## src/rtl/serial_adder_ctrl.sv

```systemverilog
`timescale 1ns/1ps
// Bit-serial adder controller: runs one full-adder cell over WIDTH bits, LSB first,
// with a start/busy/done handshake and registered sum/cout outputs.
module serial_adder_ctrl #(
  parameter int WIDTH = 8
) (
  input  logic             clk,
  input  logic             rst_n,
  input  logic             start,
  input  logic [WIDTH-1:0] a,
  input  logic [WIDTH-1:0] b,
  input  logic             cin,
  output logic             busy,
  output logic             done,
  output logic [WIDTH-1:0] sum,
  output logic             cout
);

  localparam int CW = $clog2(WIDTH + 1);
  localparam logic [CW-1:0] LAST = CW'(WIDTH - 1);

  typedef enum logic [1:0] {IDLE, RUN, DONE} state_t;

  state_t           state_reg, state_next;
  logic [WIDTH-1:0] a_sh_reg, b_sh_reg, acc_reg, sum_reg;
  logic [WIDTH-1:0] acc_shifted;
  logic [CW-1:0]    cnt_reg;
  logic             c_reg, cout_reg, busy_reg, done_reg;
  logic             ha1_x, ha1_g, ha2_p, s0, cell_carry;

  // One-bit cell built as two cascaded half adders.
  assign ha1_x      = a_sh_reg[0] ^ b_sh_reg[0];
  assign ha1_g      = a_sh_reg[0] & b_sh_reg[0];
  assign s0         = ha1_x ^ c_reg;
  assign ha2_p      = ha1_x & c_reg;
  assign cell_carry = ha1_g | ha2_p;

  // New sum bit enters at the MSB; after WIDTH shifts bit 0 lands at the LSB.
  generate
    for (genvar gi = 0; gi < WIDTH - 1; gi++) begin : g_acc
      assign acc_shifted[gi] = acc_reg[gi+1];
    end
  endgenerate
  assign acc_shifted[WIDTH-1] = s0;

  always_comb begin
    state_next = state_reg;
    case (state_reg)
      IDLE:    if (start) state_next = RUN;
      RUN:     if (cnt_reg == LAST) state_next = DONE;
      DONE:    state_next = IDLE;
      default: state_next = IDLE;
    endcase
  end

  // busy/done are registered from the next state so they come straight off flops.
  always_ff @(posedge clk or negedge rst_n) begin
    if (!rst_n) begin
      state_reg <= IDLE;
      busy_reg  <= 1'b0;
      done_reg  <= 1'b0;
    end else begin
      state_reg <= state_next;
      busy_reg  <= (state_next != IDLE);
      done_reg  <= (state_next == DONE);
    end
  end

  always_ff @(posedge clk or negedge rst_n) begin
    if (!rst_n) begin
      a_sh_reg <= '0;
      b_sh_reg <= '0;
      acc_reg  <= '0;
      sum_reg  <= '0;
      cnt_reg  <= '0;
      c_reg    <= 1'b0;
      cout_reg <= 1'b0;
    end else begin
      case (state_reg)
        IDLE: begin
          if (start) begin
            a_sh_reg <= a;
            b_sh_reg <= b;
            c_reg    <= cin;
            cnt_reg  <= '0;
            acc_reg  <= '0;
          end
        end
        RUN: begin
          acc_reg  <= acc_shifted;
          a_sh_reg <= a_sh_reg >> 1;
          b_sh_reg <= b_sh_reg >> 1;
          c_reg    <= cell_carry;
          cnt_reg  <= cnt_reg + 1'b1;
          if (cnt_reg == LAST) begin
            sum_reg  <= acc_shifted;
            cout_reg <= cell_carry;
          end
        end
        default: ;
      endcase
    end
  end

  assign busy = busy_reg;
  assign done = done_reg;
  assign sum  = sum_reg;
  assign cout = cout_reg;

endmodule

```

## config.mk

```make
export PLATFORM = sky130hd
export DESIGN_NAME = serial_adder_ctrl
export DESIGN_NICKNAME = d
export VERILOG_FILES = /design/src/rtl/serial_adder_ctrl.sv
export SDC_FILE = /design/constraint.sdc
export NUM_CORES = 1
export LEC_CHECK = 0
export ABC_AREA = 1
export ABC_CLOCK_PERIOD_IN_PS = 1900
export CAP_MARGIN = 10
export CORE_MARGIN = 4
export CORE_UTILIZATION = 51
export CTS_CLUSTER_SIZE = 20
export DETAILED_ROUTE_END_ITERATION = 16
export GPL_TIMING_DRIVEN = 0
export PLACE_DENSITY = 0.83
export SLEW_MARGIN = 20
export SYNTH_ARGS = -nofsm -noshare
export SYNTH_HDL_FRONTEND = slang
export SYNTH_SLANG_ARGS = --single-unit
```

## constraint.sdc

```tcl
create_clock -name clk -period 1.9 [get_ports clk]
set_clock_uncertainty 0.2 [all_clocks]
set_input_delay 0.38 -clock clk [delete_from_list [all_inputs] [get_ports clk]]
set_output_delay 0.38 -clock clk [all_outputs]
set_load 0.01 [all_outputs]
```

==> summary.md <==
| Metric | Value |
|---|---|
| Initial standard-cell utilization of the core | 0.5286 |
| Total Power | 0.003186 W |
| Cell family with most CP delay | buffers and inverters |
| Global placer's final weighted congestion | approximately 0.77 |
| Max Fclk | ~550 MHz |
| Worst path bufs/invs | 1 |
| Die footprint | 4495 µm² |
| Count of port buffers added during placement | 30 |
| Vias per Instance | 5.127 |
| Number of global-route vias before repair | 1,463 |
| Die Width | 67.05 µm |
| Number of buffers created by CTS | 5 |
| Library cell with the highest instance count after synthesis | sky130_fd_sc_hd__nand2_1 |
| Area occupied by registers | 1026 µm² |
| Amount of wire on met2 after detailed routing | between 1500 and 2000 µm |
| Antenna violations before repair | 0 |
| Psw | ~0.0012 W |
| Hold slack | 264.0 ps |
| Slew at the pin closest to its max-slew limit | 345.5 ps |
| GRT Overall Usage | 0.1792 |
| Cell area after synthesis | ~1800 µm² |
| Area grow syn2layout | 24.63% |
| Relative slew slack | 0.7697 |
| Relative contribution of combinational cells to total power | 0.404 |
| Critical-path cell list | clkdlybuf4s50_1 |
| Maxcap violations | 0 |
| Synth cell count leaders | sky130_fd_sc_hd__nand2_1, sky130_fd_sc_hd__nand3_1, sky130_fd_sc_hd__dfrtp_1 |
| Cell with the largest stage delay on the worst path | sky130_fd_sc_hd__clkdlybuf4s50_1 |
| Routed met3 length | 116 µm |
| Post-Syn Nets | 221 |
| Post-CTS setup buffers | 0 |
| Total routed wirelength | 3444 µm |
| CP max FO | 2 |
| Maximum number of pins on one net before global-route repair | 28 |
| Critical path capture point type | primary output |
| Number of gates resized after cts | 0 |
| Number of fillers in the final layout | 303 |
| Result of the run | finished, final reports clean |
| Dominant cells by area after synthesis | sky130_fd_sc_hd__dfrtp_1, sky130_fd_sc_hd__nand2_1, sky130_fd_sc_hd__nand3_1, sky130_fd_sc_hd__buf_6, sky130_fd_sc_hd__inv_1 |
| Top routing layer used | met4 |
| Number of primary I/O pins | 31 |
| Class of the worst hold path | in -> async |
| Cell at the root of the clock tree | sky130_fd_sc_hd__clkbuf_4 |
| Clock network latency to the later pin of the worst-skew pair | ~340 ps |
| Pins Over Slew Limit | 0 |
| Final ANT Viol Nets | 0 |
| Startpoint of the lowest-slack register-to-register path | cnt_reg[0]$_DFFE_PN0P_ |
| Proportion of layout cells with a drive suffix above 1 | 0.1008 |
| Sequential element share of the synthesized area | 0.5771 |
| IR drop worst, VDD | 0.7162 mV |
| # rows | 21 |
| M1 wire length | 1616 µm |
| Clock Sinks | 41 |
| Clock transition at the registers of the reported paths | 110 ps |
| Type of element launching the critical path | flip-flop |
| Htree depth | 2 |
| Min cycle time layout | 1829 ps |
| Standard cell core area | 3363 µm² |
| Top cell type's share of synthesized area | 0.5771 |
| Clock group share of total power | 0.137 |
| Post-synthesis async set-or-reset flop share | 1.000 |
| Crit path DAT | 1250 ps |
| Worst stage delay on the critical path | between 500 and 600 ps |
| Critical Path Start | sum[6]$_DFFE_PN0P_ |
| Number of iterations in the first detailed-routing pass | 4 |
| Number of nets at the end of the flow | 260 |
| LEAKAGE | about 1.1 nW |
| Sequential Power Share | 0.459 |
| Ratio of final minimum period to clock period | 0.9626 |
| # setup viols final | 0 |
| Starting DRC count in detailed routing | 111 |
| Switching power as a share of total power | 0.3748 |
| Total congestion overflow after global routing | 0 |
| Pwr Density | 1438 nW/µm² |
| Critical path required time | 1320 ps |
| Top_reg_cell synth | sky130_fd_sc_hd__dfrtp_1 |
| Antenna cell count | 0 |
| Vertical die dimension | ~67 µm |
| CTS tree | done |
| Average cell area after synthesis | just under 9 µm² |
| CTS hold repair buffers | 1 |
| Total via count after detailed routing | around 1,500 |
| Number of placed instances, taps included | between 200 and 300 |
| Combined area of the multi-input logic cells | 648.1 µm² |
| Final cell count without fillers | 284 |
| Synthesized flop and latch total | 41 |
| Post-synth EDFFs | 0 |
| Global-route wire length before repair | 6085 µm |
| Number of remaining DRC errors | 0 |
| Kind of critical path | reg -> out |
| Half-perimeter wire length after detailed placement | 2450 µm |
| Unrepaired setup endpoints after global routing | false |
| Largest buffer count on any clock path | 2 |
| Area leader, netlist | sky130_fd_sc_hd__dfrtp_1 |
| Gate count of the mapped netlist | 199 |
| Hold Vio Cnt, Final | 0 |
| Final routed wire length divided by cell count | 12.13 µm |
| Post-synthesis cell type count | 21 |
| YS warnings | 0 |
| Internal Dissipation | 0.001992 W |
-- final cells by class --
class | instances | area share
multi-input combinational | 141 | 0.2925
clock buffer | 7 | 0.02484
timing repair buffer | 32 | 0.1468
sequential | 41 | 0.4630
inverter | 8 | 0.01468
tap | 46 | 0.02597
buffer | 9 | 0.03219
-- stage by stage --
step	utilization	cell area, µm²	worst slack (ps)	setup TNS (ps)
final	0.6589	2216	71.14	0
after global routing	0.6589	2216	14.47	0
after CTS	0.6589	2216	51.46	0
after detailed placement	0.6395	2151	124.8	0
after global placement	0.6350	2136	-755.0	-30890
after floorplan	-	1778	548.8	0
-- path summary, 6_finish.rpt --
check | slack, ps | depth (start not counted) | endpoint
worst max-delay path | 70 | 1 | sum[6]
worst min-delay path | 260 | 2 | sum[1]$_DFFE_PN0P_
worst max register to register | 350 | 6 | sum[6]$_DFFE_PN0P_
worst min register to register | 290 | 2 | b_sh_reg[6]$_DFFE_PN0P_
max in group asynchronous | 780 | 3 | a_sh_reg[3]$_DFFE_PN0P_
min in group clk | 290 | 2 | b_sh_reg[6]$_DFFE_PN0P_
-- cells by family after synthesis --
group                      Yosys count  share of synthesized area
and+or+nand+nor                    135                     0.3336
DFF                                 41                     0.5771
buffers and inverters               17                    0.05840
AOI/OAI and AO/OA                    4                    0.01266
adders and majority gates            2                    0.01830
-- power groups by stage --
stage	Combinational, W	Sequential [W]	Clock, W
global placement	0.00127	0.00147	0
global route	0.00146	0.00151	0.000481
CTS	0.00131	0.00146	0.000443
detailed placement	0.00130	0.00148	0
floorplan	0.000800	0.00148	0
finish	0.00129	0.00146	0.000436
-- per-layer routing --
layer,global-route usage,up-vias
li1,-,716
met1,0.2208,702
met2,0.3055,28
met3,0.03035,10
met4,0.07848,0
met5,0,-
-- layout by cell type (no fill, tap or decap) --
master	synthesis	layout
sky130_fd_sc_hd__buf_2	3	4
sky130_fd_sc_hd__dfrtp_1	41	41
sky130_fd_sc_hd__clkbuf_1	0	1
sky130_fd_sc_hd__clkbuf_4	1	6
sky130_fd_sc_hd__clkdlybuf4s50_1	0	29
sky130_fd_sc_hd__nand2_4	1	1
sky130_fd_sc_hd__clkbuf_8	0	1
sky130_fd_sc_hd__nor2_1	4	4
sky130_fd_sc_hd__ha_1	1	1
sky130_fd_sc_hd__a21oi_1	1	1
sky130_fd_sc_hd__inv_1	6	6
sky130_fd_sc_hd__buf_12	0	1
sky130_fd_sc_hd__nand3_1	45	45
sky130_fd_sc_hd__nand2_1	80	80
sky130_fd_sc_hd__o21ai_1	1	1
sky130_fd_sc_hd__inv_4	1	1
sky130_fd_sc_hd__inv_2	1	1
sky130_fd_sc_hd__nor2_4	2	2
sky130_fd_sc_hd__fa_1	1	1
sky130_fd_sc_hd__buf_4	2	2
sky130_fd_sc_hd__nand4_1	1	1
sky130_fd_sc_hd__o21ai_0	1	1
sky130_fd_sc_hd__nand2_2	2	2
sky130_fd_sc_hd__o21bai_1	1	1
sky130_fd_sc_hd__dlygate4sd3_1	0	1
sky130_fd_sc_hd__buf_6	3	3
No activity file was read; power rests on OpenSTA's default activity.
